File: src/rtl/fx2_fifo_arbiter.sv
// Arbitrates a video and an audio byte stream onto the FX2 slave FIFO bus.
// Units are written atomically; audio partial packets are committed after an idle timeout.
module fx2_fifo_arbiter #(
    parameter int VID_UNIT      = 2,
    parameter int AUD_UNIT      = 4,
    parameter int AUD_MAX_RUN   = 8,
    parameter int AUD_PKT_BYTES = 512,
    parameter int PKT_TIMEOUT   = 4095
) (
    input  logic       FX2_IFCLK,
    input  logic       MAX2_RESET,
    input  logic       enable,
    input  logic [7:0] vid_data,
    input  logic       vid_valid,
    output logic       vid_ready,
    input  logic [7:0] aud_data,
    input  logic       aud_valid,
    output logic       aud_ready,
    input  logic       FX2_FLAGA,
    input  logic       FX2_FLAGB,
    output logic [1:0] FX2_FIFOADDR,
    output logic       FX2_SLWR,
    output logic       FX2_PKTEND,
    output logic [7:0] fd_out
);

    localparam int UNIT_MAX = (VID_UNIT > AUD_UNIT) ? VID_UNIT : AUD_UNIT;
    localparam int CW = $clog2(UNIT_MAX + 1);
    localparam int RW = $clog2(AUD_MAX_RUN + 1);
    localparam int PW = (AUD_PKT_BYTES > 1) ? $clog2(AUD_PKT_BYTES) : 1;
    localparam int TW = $clog2(PKT_TIMEOUT + 1);

    localparam logic [CW-1:0] VID_LAST  = CW'(VID_UNIT - 1);
    localparam logic [CW-1:0] AUD_LAST  = CW'(AUD_UNIT - 1);
    localparam logic [RW-1:0] RUN_MAX   = RW'(AUD_MAX_RUN);
    localparam logic [PW-1:0] PART_LAST = PW'(AUD_PKT_BYTES - 1);
    localparam logic [TW-1:0] IDLE_MAX  = TW'(PKT_TIMEOUT);

    localparam logic [1:0] EP_VID  = 2'b00;
    localparam logic [1:0] EP_AUD  = 2'b10;
    localparam logic [1:0] EP_PARK = 2'b01;

    localparam logic [2:0] S_IDLE   = 3'd0;
    localparam logic [2:0] S_SWITCH = 3'd1;
    localparam logic [2:0] S_WR_VID = 3'd2;
    localparam logic [2:0] S_WR_AUD = 3'd3;
    localparam logic [2:0] S_COMMIT = 3'd4;

    logic [2:0]    r_state;
    logic [2:0]    r_target;
    logic [1:0]    r_fifoaddr;
    logic          r_slwr;
    logic          r_pktend;
    logic [7:0]    r_fd;
    logic [CW-1:0] r_cnt;
    logic [RW-1:0] r_aud_run;
    logic [PW-1:0] r_aud_part;
    logic [TW-1:0] r_aud_idle;

    logic          w_vid_xfer;
    logic          w_aud_xfer;
    logic          w_commit_pend;
    logic          w_starve;
    logic          w_grant;
    logic [2:0]    w_grant_st;
    logic [1:0]    w_grant_ep;
    logic          w_vid_grant;
    logic          w_aud_unit_done;
    logic [2:0]    w_state_nx;
    logic [2:0]    w_target_nx;
    logic [1:0]    w_addr_nx;
    logic [CW-1:0] w_cnt_nx;

    assign vid_ready    = (r_state == S_WR_VID) & FX2_FLAGA;
    assign aud_ready    = (r_state == S_WR_AUD) & FX2_FLAGB;
    assign w_vid_xfer   = vid_valid & vid_ready;
    assign w_aud_xfer   = aud_valid & aud_ready;
    assign FX2_FIFOADDR = r_fifoaddr;
    assign FX2_SLWR     = r_slwr;
    assign FX2_PKTEND   = r_pktend;
    assign fd_out       = r_fd;

    assign w_commit_pend   = (r_aud_idle == IDLE_MAX) && (r_aud_part != {PW{1'b0}});
    assign w_starve        = (r_aud_run == RUN_MAX) && vid_valid && FX2_FLAGA;
    assign w_aud_unit_done = w_aud_xfer && (r_cnt == AUD_LAST);
    assign w_vid_grant     = (r_state == S_IDLE) && w_grant && (w_grant_st == S_WR_VID);

    // Pending commit ignores enable so a stop still flushes the partial packet
    always_comb begin
        w_grant    = 1'b0;
        w_grant_st = S_IDLE;
        w_grant_ep = r_fifoaddr;
        if (w_commit_pend) begin
            w_grant    = 1'b1;
            w_grant_st = S_COMMIT;
            w_grant_ep = EP_AUD;
        end else if (enable && w_starve) begin
            w_grant    = 1'b1;
            w_grant_st = S_WR_VID;
            w_grant_ep = EP_VID;
        end else if (enable && aud_valid && FX2_FLAGB) begin
            w_grant    = 1'b1;
            w_grant_st = S_WR_AUD;
            w_grant_ep = EP_AUD;
        end else if (enable && vid_valid && FX2_FLAGA) begin
            w_grant    = 1'b1;
            w_grant_st = S_WR_VID;
            w_grant_ep = EP_VID;
        end else begin
            w_grant    = 1'b0;
        end
    end

    // Next-state logic; a unit holds its state until its last byte transfers
    always_comb begin
        w_state_nx  = r_state;
        w_target_nx = r_target;
        w_addr_nx   = r_fifoaddr;
        w_cnt_nx    = r_cnt;
        case (r_state)
            S_IDLE: begin
                if (w_grant) begin
                    w_cnt_nx = {CW{1'b0}};
                    if (w_grant_ep != r_fifoaddr) begin
                        w_state_nx  = S_SWITCH;
                        w_target_nx = w_grant_st;
                        w_addr_nx   = w_grant_ep;
                    end else begin
                        w_state_nx  = w_grant_st;
                    end
                end else begin
                    w_state_nx = S_IDLE;
                end
            end
            S_SWITCH: w_state_nx = r_target;
            S_WR_VID: begin
                if (w_vid_xfer && (r_cnt == VID_LAST)) begin
                    w_state_nx = S_IDLE;
                    w_cnt_nx   = {CW{1'b0}};
                end else if (w_vid_xfer) begin
                    w_cnt_nx   = r_cnt + CW'(1);
                end else begin
                    w_state_nx = S_WR_VID;
                end
            end
            S_WR_AUD: begin
                if (w_aud_unit_done) begin
                    w_state_nx = S_IDLE;
                    w_cnt_nx   = {CW{1'b0}};
                end else if (w_aud_xfer) begin
                    w_cnt_nx   = r_cnt + CW'(1);
                end else begin
                    w_state_nx = S_WR_AUD;
                end
            end
            S_COMMIT: w_state_nx = S_IDLE;
            default:  w_state_nx = S_IDLE;
        endcase
    end

    // Control state, unit byte count and endpoint select
    always_ff @(posedge FX2_IFCLK or posedge MAX2_RESET) begin
        if (MAX2_RESET) begin
            r_state    <= S_IDLE;
            r_target   <= S_IDLE;
            r_fifoaddr <= EP_PARK;
            r_cnt      <= {CW{1'b0}};
        end else begin
            r_state    <= w_state_nx;
            r_target   <= w_target_nx;
            r_fifoaddr <= w_addr_nx;
            r_cnt      <= w_cnt_nx;
        end
    end

    // Bus pipeline: the byte accepted on one edge is strobed out on the next cycle
    always_ff @(posedge FX2_IFCLK or posedge MAX2_RESET) begin
        if (MAX2_RESET) begin
            r_slwr   <= 1'b1;
            r_pktend <= 1'b1;
            r_fd     <= 8'h00;
        end else begin
            r_slwr   <= ~(w_vid_xfer | w_aud_xfer);
            r_pktend <= (w_state_nx != S_COMMIT);
            if (w_vid_xfer) begin
                r_fd <= vid_data;
            end else if (w_aud_xfer) begin
                r_fd <= aud_data;
            end else begin
                r_fd <= r_fd;
            end
        end
    end

    // Audio fairness run length, packet fill level and idle timer
    always_ff @(posedge FX2_IFCLK or posedge MAX2_RESET) begin
        if (MAX2_RESET) begin
            r_aud_run  <= {RW{1'b0}};
            r_aud_part <= {PW{1'b0}};
            r_aud_idle <= {TW{1'b0}};
        end else begin
            if (w_vid_grant) begin
                r_aud_run <= {RW{1'b0}};
            end else if (w_aud_unit_done && vid_valid && (r_aud_run != RUN_MAX)) begin
                r_aud_run <= r_aud_run + RW'(1);
            end else begin
                r_aud_run <= r_aud_run;
            end

            if (r_state == S_COMMIT) begin
                r_aud_part <= {PW{1'b0}};
            end else if (w_aud_xfer && (r_aud_part == PART_LAST)) begin
                r_aud_part <= {PW{1'b0}};
            end else if (w_aud_xfer) begin
                r_aud_part <= r_aud_part + PW'(1);
            end else begin
                r_aud_part <= r_aud_part;
            end

            if (w_aud_xfer || (r_state == S_COMMIT)) begin
                r_aud_idle <= {TW{1'b0}};
            end else if (r_aud_idle != IDLE_MAX) begin
                r_aud_idle <= r_aud_idle + TW'(1);
            end else begin
                r_aud_idle <= r_aud_idle;
            end
        end
    end

endmodule
File: config.mk
export PLATFORM = sky130hd
export DESIGN_NAME = fx2_fifo_arbiter
export DESIGN_NICKNAME = d
export VERILOG_FILES = /design/src/rtl/fx2_fifo_arbiter.sv
export SDC_FILE = /design/constraint.sdc
export NUM_CORES = 1
export LEC_CHECK = 0
export CORE_MARGIN = 2
export CORE_UTILIZATION = 50
export DETAILED_ROUTE_END_ITERATION = 7
export PLACE_DENSITY = 0.72
export SYNTH_ARGS = -nofsm -noshare
export SYNTH_HDL_FRONTEND = slang
export SYNTH_SLANG_ARGS = --single-unit
File: constraint.sdc
create_clock -name FX2_IFCLK -period 2.96 [get_ports FX2_IFCLK]
set_input_delay 0.592 -clock FX2_IFCLK [delete_from_list [all_inputs] [get_ports FX2_IFCLK]]
set_output_delay 0.592 -clock FX2_IFCLK [all_outputs]
set_load 0.02 [all_outputs]
## After elaboration in Yosys (flattened, before gate mapping)

Cells that the tools add are included.

| storage, ports and cells | value |
|---|---|
| register bits after elaboration | 46 |
| latch bits | 0 |
| memory bits (read-only) | 0 |
| output and inout port bits | 14 |
| memories | 0 |
| logic and storage cells | 96 |
| bits in writable memories | 0 |
| input port bits | 23 |

| cells by class | value |
|---|---|
| add/subtract/negate cells | 4 |
| order comparisons | 0 |
| equal/unequal tests | 17 |
| bitwise gates (word level) | 6 |
| mux-type cells | 34 |
| reductions and logical operators | 25 |
| divide/modulo/power cells | 0 |
| shifts and indexed selects | 0 |
| multiply operators | 0 |

Operators by type and width:

| operator | number |
|---|---|
| 2-to-1 mux 3 bit | 12 |
| 2-to-1 mux 9 bit | 3 |
| 2-to-1 mux 12 bit | 2 |
| 2-to-1 mux 8 bit | 2 |
| logical AND 1 bit | 15 |
| 2-to-1 mux 2 bit | 7 |
| adder 12 x 1 -> 12 bit (second input constant) | 1 |
| equality test 12 bit (second input constant) | 1 |
| equality test 3 x 2 -> 1 bit (second input constant) | 4 |
| inequality test 12 bit (second input constant) | 1 |
| one-hot mux 3 bit (4 select lines) | 1 |
| adder 9 x 1 -> 9 bit (second input constant) | 1 |
| equality test 9 bit (second input constant) | 1 |
| one-hot mux 3 bit (3 select lines) | 1 |
| nonzero test 9 bit | 1 |
| 2-to-1 mux 4 bit | 2 |
| equality test 3 x 1 -> 1 bit (second input constant) | 2 |
| inequality test 3 bit (second input constant) | 2 |
| nonzero test 2 bit | 3 |
| nonzero test 3 bit | 2 |
| adder 4 x 1 -> 4 bit (second input constant) | 1 |
| bitwise AND 1 bit | 4 |
| equality test 4 bit (second input constant) | 1 |
| 2-to-1 mux 1 bit | 4 |
| 12 further kinds | 12 |

## Depth between registers and ports, before layout

| depth | value |
|---|---|
| depth after elaboration | 11 |
| mapped depth | 9 |
| mapped depth without buffers | 8 |

## Worst setup path after synthesis

No wires, ideal clock.

| timing | value |
|---|---|
| path type | register -> register |
| from | reg r_aud_part[0] |
| to | reg r_cnt[0] |
| buffers on the path | 0 |
| path slack | 0.909 ns |
| cell stages (with the launch flop) | 8 |
| data arrival time | 1.926 ns |
| library setup time | 0.125 ns |
| period minus slack after synthesis | 2.051 ns |
| required time | 2.835 ns |
| cell sequence | dfrtp_1 -> inv_1 -> ha_1 -> or4b_1 -> o21a_4 -> nand3_2 -> and3_1 -> mux2_2 |

| on the way | value |
|---|---|
| word-level cells in the longest chain between the ends | 5 |

RTL lines:

| element | RTL line | source |
|---|---|---|
| start, declared | 57 | `logic [PW-1:0] r_aud_part;` |
| start signal, assigned | 199 | `r_aud_part <= {PW{1'b0}};` |
| start signal, assigned | 211 | `r_aud_part <= {PW{1'b0}};` |
| start signal, assigned | 213 | `r_aud_part <= {PW{1'b0}};` |
| nonzero test 9 bit | 83 | `assign w_commit_pend = (r_aud_idle == IDLE_MAX) && (r_aud_part != {PW{1'b0}});` |
| logical AND 1 bit | 83 |  |
| 2-to-1 mux 1 bit | 93 | `if (w_commit_pend) begin` |
| inequality test 2 bit (no source line) | -- |  |
| AND reduction 4 bit (no source line) | -- |  |
| end signal, assigned | 167 | `r_cnt <= {CW{1'b0}};` |
| end signal, assigned | 172 | `r_cnt <= w_cnt_nx;` |
| end, declared | 55 | `logic [CW-1:0] r_cnt;` |

Every way passes these cells.
A chain may end at the register's enable or synchronous reset.

## Worst setup path after layout

| timing | value |
|---|---|
| from | in FX2_FLAGA |
| to | out vid_ready |

| on the way | value |
|---|---|
| word-level cells in the longest chain between the ends | 1 |

RTL lines:

| element | RTL line | source |
|---|---|---|
| start, declared | 19 | `input logic FX2_FLAGA,` |
| bitwise AND 1 bit | 74 | `assign vid_ready = (r_state == S_WR_VID) & FX2_FLAGA;` |
| end, declared | 15 | `output logic vid_ready,` |

Every way passes these cells.

==> summary.txt <==
Final Hold Fails: 0
Area contributors post-synth: dfrtp_1 (43%), nor2_1 (4.8%), ha_1 (4.5%)
Syn Inst Count: 257
Synth top area share: 42.7%
Worst skew pair latency: 0.30 ns
CTS tree: built
Max VDD drop: 517 uV
Sequential share of power: 41.1%
CTS Sinks: 46
PostCTS Resize Cnt: 0
CP Class: input port to output port
Critical Path Start: FX2_FLAGA
WP buf/inv: 2
Critical Path Sink Type: output port
Dpl hpwl: 3760 um
Pwr dens: 774 nW/um2
Layout cells sized above 1: 10.8%
Comb pwr share: 35.3%
Synth unique cells: 54
ANT cells: 0
Slew Limit Fails: 0
Mapped cell area: 2520 um2
P_int: 1.58 mW
Fin nets: 327
All-Layer GR Usage: 19.9%
Avg WL per Cell: 13.9 um
TNS Setup: 0 ns
Initial antenna violation count: 0
Total core area: 4790 um2
Post-synthesis area per instance: 9.81 um2
Std cell rows: 25
Ports: 37
Seq/Total Area, Yosys: 45.8%
Final period utilization: 85.0%
Cts hold-fix bufs: 0
Synth Flop Type: dfrtp_1
MaxCap Viol Count: 0
Num CTS Buffers: 5
Slowest stage cell, crit path: clkdlybuf4s50_1
Crit-path max cell delay: 0.60 ns
DRT Wirelength: 5040 um
Die ar.: 5630 um2
Starting DRT DRC Count: 62
Synthesis warning total: 0
Crit-path cells: clkdlybuf4s50_1 -> and3_1 -> clkdlybuf4s50_1
Synthesis-to-layout area growth: 22.7%
RSZ-0062 raised after global routing: no
Top delay family on crit path: buffers and inverters
Detailed Routing Iterations Pass 1: 4
Final min period: 2.52 ns
Post-synth ARST share: 100%
Chip width: 75.0 um
Reg2reg start: r_aud_part[0]
Vias per cell: 5.57
Placer Congestion: 0.841
Critical-path maximum fanout: 6
Critical path launch point type: input port
Post-Place Cells: 355
Post-CTS setup buffers: 0
Gr ovfl total: 0
Slew @ Worst Pin: 0.892 ns
Pwr Total: 2.39 mW
H-tree depth: 2
Synth Net Count: 289
Setup violators final: 0
Yosys top cell by area: dfrtp_1
Post-synth EDFFs: 0
CP arrival: 1.93 ns
Req. time, crit path: 2.37 ns
#FFs+latches synth: 46
Fmax: 397 MHz
Most frequent CP cell: clkdlybuf4s50_1
First-pass GRT wire length: 8530 um
Clock network power share: 23.5%
Most frequent cells in the layout: dfrtp_1 (43), clkdlybuf4s50_1 (36), nor2_1 (32), o21ai_0 (17)
Buffers on Ports: 36
Die Height: 75.0 um
Hold Path Origin: r_aud_idle[6]
Initial Util: 52.7%
Leading cell type in the layout, fill and taps excluded: dfrtp_1
Root Buffer: clkbuf_8
Max Buffers Root-to-Sink: 2
Non-Filler Instances: 363
DR DRC count: 0
Psw: 0.815 mW
Slew headroom: 40.2%
Status: completed
Vias: 2023
Fin Hold WS: 0.470 ns
Worst min path class: register to register
Leakage: 1.39 nW
Layout Skew: 0.00966 ns
Clock transition at path regs: 0.09 ns
ANT nets after route: 0
Switching share of power: 34.0%
Largest net degree at the start of global routing: 27
Vias in the first global route: 1823
==> final timing paths <==
path | end | slack [ns] | depth (start not counted)
setup reg to reg | r_cnt[2] | 0.72 | 7
max in group asynchronous | FX2_PKTEND | 1.60 | 3
min in group asynchronous | r_aud_idle[5] | 0.67 | 2
hold reg to reg | r_aud_idle[6] | 0.47 | 1
hold / removal | r_aud_idle[6] | 0.47 | 1
setup / recovery | vid_ready | 0.44 | 3
==> cell usage after synthesis (all sizes together) (2+ instances only) <==
library cell / number
nand4: 12
mux2: 4
nor2: 32
o211ai: 2
nor3: 5
nand2: 11
xnor2: 6
nand3b: 2
and3: 9
dfstp: 3
ha: 9
and2: 4
dfrtp: 43
o21ai: 17
o2bb2ai: 2
clkbuf: 6
o31ai: 3
inv: 12
a31oi: 8
a32oi: 2
o21a: 2
and4: 2
mux2i: 11
xor2: 5
buf: 4
nand3: 11
a22o: 2
a21oi: 12
==> stage by stage <==
step | area (um2) | setup WS [ns] | util, %
after global placement | 2950 | 0.449 | 61.7
after floorplan | 2520 | 0.909 | -
after detailed placement | 2950 | 0.410 | 61.7
after CTS | 3100 | 0.448 | 64.7
final | 3100 | 0.443 | 64.7
after global routing | 3100 | 0.345 | 64.7
==> power groups by stage <==
stage                     logic (mW)  registers, mW  clock network [mW]
after floorplan                0.529           1.01                   0
after global placement         0.838          0.993                   0
after detailed placement       0.847          0.997                   0
after CTS                      0.853          0.985               0.578
after global routing           0.944           1.01               0.610
final                          0.846          0.985               0.564
==> area by class of cell <==
cell class,instances,area [um2]
sequential,46,1150
fill,408,1690
inverter,12,45.0
clock buffer,6,82.6
multi-input combinational,189,1270
tap,67,83.8
clock inverter,2,60.1
timing repair buffer,41,398
==> cell families after synthesis <==
logic type      share of synthesized area [%]
simple gates                             20.8
fa+ha+maj                                4.46
flops                                    45.8
buf+inv                                  3.82
xor+xnor                                 3.82
compound gates                           15.0
mux                                      6.30
==> registers in the layout (all words and copies together), names as in the netlist <==
register	cells
r_aud_idle	12
FX2_PKTEND	1
r_cnt	3
FX2_SLWR	1
r_aud_run	4
r_aud_part	9
r_target	3
r_state	3
fd_out	8
FX2_FIFOADDR	2
==> layer usage <==
layer,up-vias,global-route usage [%],share of wire (%)
met5,-,0,0
met4,0,7.34,2.0
met3,9,4.82,4.4
met2,36,30.5,47
met1,974,27.7,47
li1,1004,-,-
Note: power is estimated with default switching activity, not from simulation.
